### config.mk
export PLATFORM = sky130hd
export DESIGN_NAME = aurora_tx_arbiter
export DESIGN_NICKNAME = d
export VERILOG_FILES = /design/src/rtl/aurora_tx_arbiter.sv
export SDC_FILE = /design/constraint.sdc
export NUM_CORES = 1
export LEC_CHECK = 0
export ABC_AREA = 1
export BUFFER_PORTS_ARGS = -buffer_cell sky130_fd_sc_hd__buf_4
export CAP_MARGIN = 20
export CORE_MARGIN = 1
export CORE_UTILIZATION = 48
export DETAILED_ROUTE_END_ITERATION = 12
export PLACE_DENSITY_LB_ADDON = 0.25
export SLEW_MARGIN = 20
export SYNTH_ARGS = -nofsm -noshare
export SYNTH_HDL_FRONTEND = slang
export SYNTH_SLANG_ARGS = --single-unit
### constraint.sdc
create_clock -name USER_CLK -period 3.5 [get_ports USER_CLK]
set_clock_uncertainty 0.05 [all_clocks]
set_input_delay 0.525 -clock USER_CLK [delete_from_list [all_inputs] [get_ports USER_CLK]]
set_output_delay 0.525 -clock USER_CLK [all_outputs]
set_load 0.05 [all_outputs]
### src/rtl/aurora_tx_arbiter.sv
// Frame-level round-robin arbiter sharing one Aurora TX AXI-Stream lane among NUM_REQ requesters.
// Whole frames are granted atomically; a frame cut by channel loss is sunk and counted as dropped.
module aurora_tx_arbiter #(
  parameter int NUM_REQ = 2,
  parameter int CNT_W   = 16
) (
  input  logic                   USER_CLK,
  input  logic                   RESET,
  input  logic                   CHANNEL_UP,
  input  logic [32*NUM_REQ-1:0]  s_tdata,
  input  logic [4*NUM_REQ-1:0]   s_tkeep,
  input  logic [NUM_REQ-1:0]     s_tvalid,
  input  logic [NUM_REQ-1:0]     s_tlast,
  output logic [NUM_REQ-1:0]     s_tready,
  output logic [0:31]            m_tdata,
  output logic [0:3]             m_tkeep,
  output logic                   m_tvalid,
  output logic                   m_tlast,
  input  logic                   m_tready,
  output logic [NUM_REQ-1:0]     grant,
  output logic [CNT_W-1:0]       frame_cnt,
  output logic [CNT_W-1:0]       drop_cnt
);

  localparam int IDX_W = (NUM_REQ > 1) ? $clog2(NUM_REQ) : 1;

  typedef enum logic [1:0] {IDLE, XFER, FLUSH} state_e;

  state_e               state_q, state_d;
  logic [IDX_W-1:0]     owner_q, owner_d;
  logic [IDX_W-1:0]     last_q, last_d;
  logic [NUM_REQ-1:0]   grant_q, grant_d;
  logic [CNT_W-1:0]     frame_q, frame_d;
  logic [CNT_W-1:0]     drop_q, drop_d;
  logic [IDX_W-1:0]     pick;
  logic                 beat;

  // First valid requester strictly after the previous owner, wrapping modulo NUM_REQ.
  function automatic logic [IDX_W-1:0] rr_pick(input logic [IDX_W-1:0] last,
                                                input logic [NUM_REQ-1:0] vld);
    logic [IDX_W-1:0] sel;
    logic             found;
    int               cand;
    sel   = last;
    found = 1'b0;
    for (int i = 1; i <= NUM_REQ; i++) begin
      cand = (int'(last) + i) % NUM_REQ;
      if (!found && vld[cand]) begin
        found = 1'b1;
        sel   = IDX_W'(cand);
      end
    end
    return sel;
  endfunction

  assign pick = rr_pick(last_q, s_tvalid);

  assign m_tdata = s_tdata[32*owner_q +: 32];
  assign m_tkeep = s_tkeep[4*owner_q +: 4];
  assign m_tlast = s_tlast[owner_q];

  // Handshake outputs are forced low while RESET is high, even before the state register clears.
  always_comb begin
    s_tready = '0;
    m_tvalid = 1'b0;
    if (!RESET) begin
      case (state_q)
        XFER: begin
          m_tvalid          = s_tvalid[owner_q] & CHANNEL_UP;
          s_tready[owner_q] = m_tready & CHANNEL_UP;
        end
        FLUSH:   s_tready[owner_q] = 1'b1;
        default: ;
      endcase
    end
  end

  assign beat = m_tvalid & m_tready;

  always_comb begin
    state_d = state_q;
    owner_d = owner_q;
    last_d  = last_q;
    grant_d = grant_q;
    frame_d = frame_q;
    drop_d  = drop_q;
    case (state_q)
      IDLE: begin
        if (CHANNEL_UP && (|s_tvalid)) begin
          owner_d       = pick;
          grant_d       = '0;
          grant_d[pick] = 1'b1;
          state_d       = XFER;
        end
      end
      XFER: begin
        if (!CHANNEL_UP) begin
          state_d = FLUSH;
        end else if (beat && s_tlast[owner_q]) begin
          state_d = IDLE;
          last_d  = owner_q;
          grant_d = '0;
          if (frame_q != '1) frame_d = frame_q + CNT_W'(1);
        end
      end
      FLUSH: begin
        if (s_tvalid[owner_q] && s_tlast[owner_q]) begin
          state_d = IDLE;
          last_d  = owner_q;
          grant_d = '0;
          if (drop_q != '1) drop_d = drop_q + CNT_W'(1);
        end
      end
      default: state_d = IDLE;
    endcase
  end

  always_ff @(posedge USER_CLK) begin
    if (RESET) begin
      state_q <= IDLE;
      owner_q <= '0;
      last_q  <= IDX_W'(NUM_REQ - 1);
      grant_q <= '0;
      frame_q <= '0;
      drop_q  <= '0;
    end else begin
      state_q <= state_d;
      owner_q <= owner_d;
      last_q  <= last_d;
      grant_q <= grant_d;
      frame_q <= frame_d;
      drop_q  <= drop_d;
    end
  end

  assign grant     = grant_q;
  assign frame_cnt = frame_q;
  assign drop_cnt  = drop_q;

endmodule
After elaboration in Yosys (flattened, before gate mapping) --
Index checks and enable logic that the tools add are counted.
Storage, ports and cells: flip-flop bits (word level) 38, bits of input ports 80, output and inout port bits 74
Operators by class: add/sub/neg operators 4, order comparisons 6, eq/ne operators 9, shift operators 2, mux-type cells 33, bitwise operators 6, reductions and logical operators 17
Operator list (number):
- variable part select 64 x 7 -> 32 bit | 1
- adder 16 x 1 -> 16 bit, second input constant | 2
- != test 16 bit, second input constant | 2
- 2-to-1 mux 1 bit | 20
- 2-to-1 mux 2 bit | 7
- one-hot mux 2 bit (3 select lines) | 2
- != test 2 bit, second input constant | 4
- AND reduction 4 bit | 2
- variable part select 8 x 4 -> 4 bit | 1
- logical AND 1 bit | 6
- < comparator 2 x 3 -> 1 bit, second input constant | 2
- AND reduction 3 bit | 2
- AND reduction 5 bit | 1
- < comparator 1 x 2 -> 1 bit, second input constant | 2
- one-hot mux 2 bit (2 select lines) | 1
- AND 1 bit | 3
- != test 3 bit, second input constant | 1
- nonzero test 3 bit | 1
- adder 1 bit, second input constant | 2
- AND 1 bit, first input constant | 2
- AND 2 bit | 1
- demux 1 bit (select 1 bit) | 2
- == test 2 x 1 -> 1 bit, second input constant | 1
- == test 2 bit, second input constant | 1
- other kinds (7) | 8

Logic depth before layout (Yosys ltp) --
word-level depth 15, mapped depth 13, mapped depth without buffers 12

Worst setup path before layout --
Ideal clock, no wire load.
path type register to output, start register state_q[1], end output port s_tready[0], arrival time 2288 ps, setup slack 637 ps, stages on the path, launching flop included 9, path through dfxtp_1 > inv_1 > ha_1 > nand2_1 > inv_1 > nand2_1 > nand2_1 > inv_1 > nor4_1
Between the ends: longest elaborated chain between the ends 3, elaborated cells on any way between the ends 4, those cells by class 2 x eq/ne; 2 x mux
Ends and longest elaborated chain:
- from (decl) | RTL line 29 | state_e state_q, state_d;
- from (signal assigned) | RTL line 127 | state_q <= state_d;
- == test 2 bit / == test 2 x 1 -> 1 bit (equally long branches) | RTL line 67 | case (state_q)
- one-hot mux 2 bit (2 select lines) (*) | RTL line 67
- 2-to-1 mux 2 bit (*) | RTL line 66 | if (!RESET) begin
- to (decl) | RTL line 14 | output logic [NUM_REQ-1:0] s_tready,
Every way passes the cells marked *; elsewhere a longest branch is shown, timed or not.

Worst setup path after layout --
start register owner_q, end output port m_tvalid
Between the ends: longest elaborated chain between the ends 5
Ends and longest elaborated chain:
- from (decl) | RTL line 30 | logic [IDX_W-1:0] owner_q, owner_d;
- from (signal assigned) | RTL line 128 | owner_q <= owner_d;
- 2-to-1 mux 1 bit (implied by the code) (2 in a row) | RTL line 69 | m_tvalid = s_tvalid[owner_q] & CHANNEL_UP;
- AND 1 bit | RTL line 69
- 2-to-1 mux 1 bit | RTL line 67
- 2-to-1 mux 1 bit | RTL line 66
- to (decl) | RTL line 17 | output logic m_tvalid,
No other way between the ends. The select of a mux whose other input is x is not followed.

==> results.json <==
{
  "syn_inst": 485,
  "cts.clk_slew.worst_paths_ns": 0.07,
  "die_x_um": 77.35,
  "num_io_pins": 154,
  "post_route_cells_drive_above_1_share_pct": 27.42,
  "chipHeight_um": 77.35,
  "hold_viol": 0,
  "setup.worst_path.end_class": "primary output",
  "ff_latch_area_um2": 760.7,
  "worst-setup-path-type": "reg -> out",
  "vias": 3508,
  "core.rowCount": 27,
  "worst_ep_arrival_time_ns": 1.74,
  "via_count_of_the_first_global_routing_pass": 3270,
  "cts_sinks": 38,
  "remaining_number_of_nets_flagged_by_the_antenna_check_after_routing": 0,
  "detailed_place.area_um2": 3900,
  "synth_xor_area_share_pct": 4.821,
  "critical_path.max_fanout": 40,
  "worst_min_delay_path_category": "reg -> reg",
  "cts_made_buffers": 5,
  "synth.distinct_cells": 27,
  "global_route_wire_length_before_repair_um": 14030,
  "detail_route.wl_per_cell_um": 12.14,
  "global_route.usage.total_pct": 28.70,
  "number_of_antenna_violations_at_the_first_check_in_global_routing": 0,
  "dp_worst_setup_slack_ns": 1.182,
  "diodes": 0,
  "timing.final.ws_setup_ns": 1.183,
  "synthAdderAreaFrac_pct": 2.755,
  "synthToLayoutAreaGrowth_pct": 46.60,
  "synth_sequential_area_ratio_pct": 27.92,
  "fin_setup_tns_ns": 0,
  "die-area_um2": 5982,
  "hpwl_dp_um": 6497,
  "fmax_mhz": 431.5,
  "worst_skew_pair.late_latency_ns": 0.30,
  "routabilityCongestion": 0.8890,
  "failing_checks": "DRC",
  "total_leakage_power_nw": 1.977,
  "fill_cells": 468,
  "avgViaCountPerCell": 4.990,
  "count_of_cells_resized_by_post_cts_repair": 0,
  "timing.final.crit_period_ns": 2.317,
  "cts_tree": "yes",
  "worstPathCellList": "inv_2 > nand2_1 > a211oi_1 > buf_4",
  "slowest_delay_ns": 0.45,
  "cts-hold-fix-buffers": 0,
  "setup_viol": 0,
  "floorplan.initialDensity_pct": 49.79,
  "register_bit_total_from_synthesis": 38,
  "drc": 2,
  "synth_warnings": 0,
  "synth_compound_area_share_pct": 7.530,
  "worst_pin_slew_ns": 0.9334,
  "postSynthAreaPerCell_um2": 5.619,
  "synth_simple_gate_area_share_pct": 49.54,
  "layout.cells.most_common_list": "nand2_1 (236), buf_4 (155), nor2_1 (56), dfxtp_1 (38), inv_1 (31)",
  "timing.final.max_slew_violations": 0,
  "fin_area_um2": 3995,
  "first_pass_iters": 8,
  "vdd.ir_drop.worst_mv": 0.2319,
  "grt_overflow_total": 0,
  "cp-start-kind": "register",
  "synth_nets": 571,
  "h-tree-depth": 2,
  "crit_required_ns": 2.92,
  "netlist_area_um2": 2725,
  "timing.hold.ws_ns": 0.4604,
  "io_buffer_count": 153,
  "outcome": "finished, violations left",
  "cts.repair_timing.setup_buffer_count": 0,
  "main_combinational_cell_family_by_area_after_synthesis": "simple AND/OR/NAND/NOR gates",
  "finalNetCount": 716,
  "layout.cells.most_common": "nand2_1",
  "slowest_stage": "inv_2",
  "setup_repair_after_global_routing_missed_its_margin": "false",
  "report.power.total_mw": 1.420,
  "grt_max_degree": 41,
  "timing.final.crit_share_pct": 66.21,
  "post_synth_mux_area_share_pct": 0,
  "max_cap_viol_count": 0,
  "multi_input_area_um2": 1762,
  "slew_headroom_pct": 37.35,
  "max-clock-path-buffers": 2,
  "routed_wl_um": 8534,
  "pwr_density_cell_nw_per_um2": 355.5,
  "drt_first_iter_violations": 212,
  "core_area_um2": 5473,
  "clock-root-buffer": "clkbuf_8"
}
## logic make-up after synthesis
family                     count (synthesis)
AOI/OAI and AO/OA                         40
DFF                                       38
adders and majority gates                  6
buffers and inverters                     50
and+or+nand+nor                          336
xor gates and xnor gates                  15
## critical path: cells and delay by family (launching register included)
family,cells,cell delay [ns]
buffers and inverters,2,0.70
and+or+nand+nor,1,0.14
DFF,1,0.32
AOI/OAI and AO/OA,1,0.28
## final cells by class
type,count,share of cell area (%)
well taps,72,2.255
clock buffers,6,2.067
clock inverters,2,0.3132
flip-flops and latches,38,19.04
multi-input cells,397,44.10
repair buffers,155,29.13
inverters,33,3.101
## worst paths after layout
path                   to  cells past startpoint  slack, ns    startpoint
max              m_tvalid                      4       1.18       owner_q
min reg2reg      grant[0]                      2       0.46      grant[0]
min              grant[0]                      2       0.46      grant[0]
max reg2reg  frame_cnt[6]                      7       1.28  frame_cnt[0]
## flip-flops by register name (all words and copies together), names as in the netlist
name	count
drop_cnt	16
frame_cnt	16
grant	2
last_q	1
owner_q	1
state_q	2
## cells in the mapped netlist, drive strengths merged
cell type    n  area (um^2)
o21ai        9        45.04
inv         33        123.9
a21oi       29        145.1
a211oi       1        7.510
or2          1        6.260
xnor2        9        78.83
nor2        60        245.2
dfxtp       38        760.7
nand3       22        110.1
nand4        7        43.79
and2         2        12.51
buf          7        41.29
nor3         3        15.01
nor4         2        12.51
nand2      239        904.6
ha           6        75.07
clkbuf      10        37.54
xor2         6        52.55
o211ai       1        7.510
## report_power, final
part / total (mW) / internal, mW / leakage (nW) / switching, mW
registers: 0.458 / 0.446 / 0.307 / 0.0123
clock network: 0.320 / 0.158 / 0.0472 / 0.162
logic: 0.642 / 0.208 / 1.62 / 0.434
total: 1.42 / 0.812 / 1.98 / 0.608
## per-stage QoR
stage          instances  util, %
5_1_grt              703    73.00
3_3_place_gp         695    71.26
3_5_place_dp         695    71.26
6_report             703    73.00
2_1_floorplan        485        -
4_1_cts              703    73.00
## per-layer routing
metal | track usage [%] | share of wire, % | vias up
met1 | 31.45 | 39 | 1551
met2 | 53.01 | 51 | 142
met5 | 0 | 0 | -
met3 | 6.353 | 7.8 | 20
met4 | 11.51 | 2.3 | 0
li1 | - | - | 1795
Power figures use the tool's default switching activity.
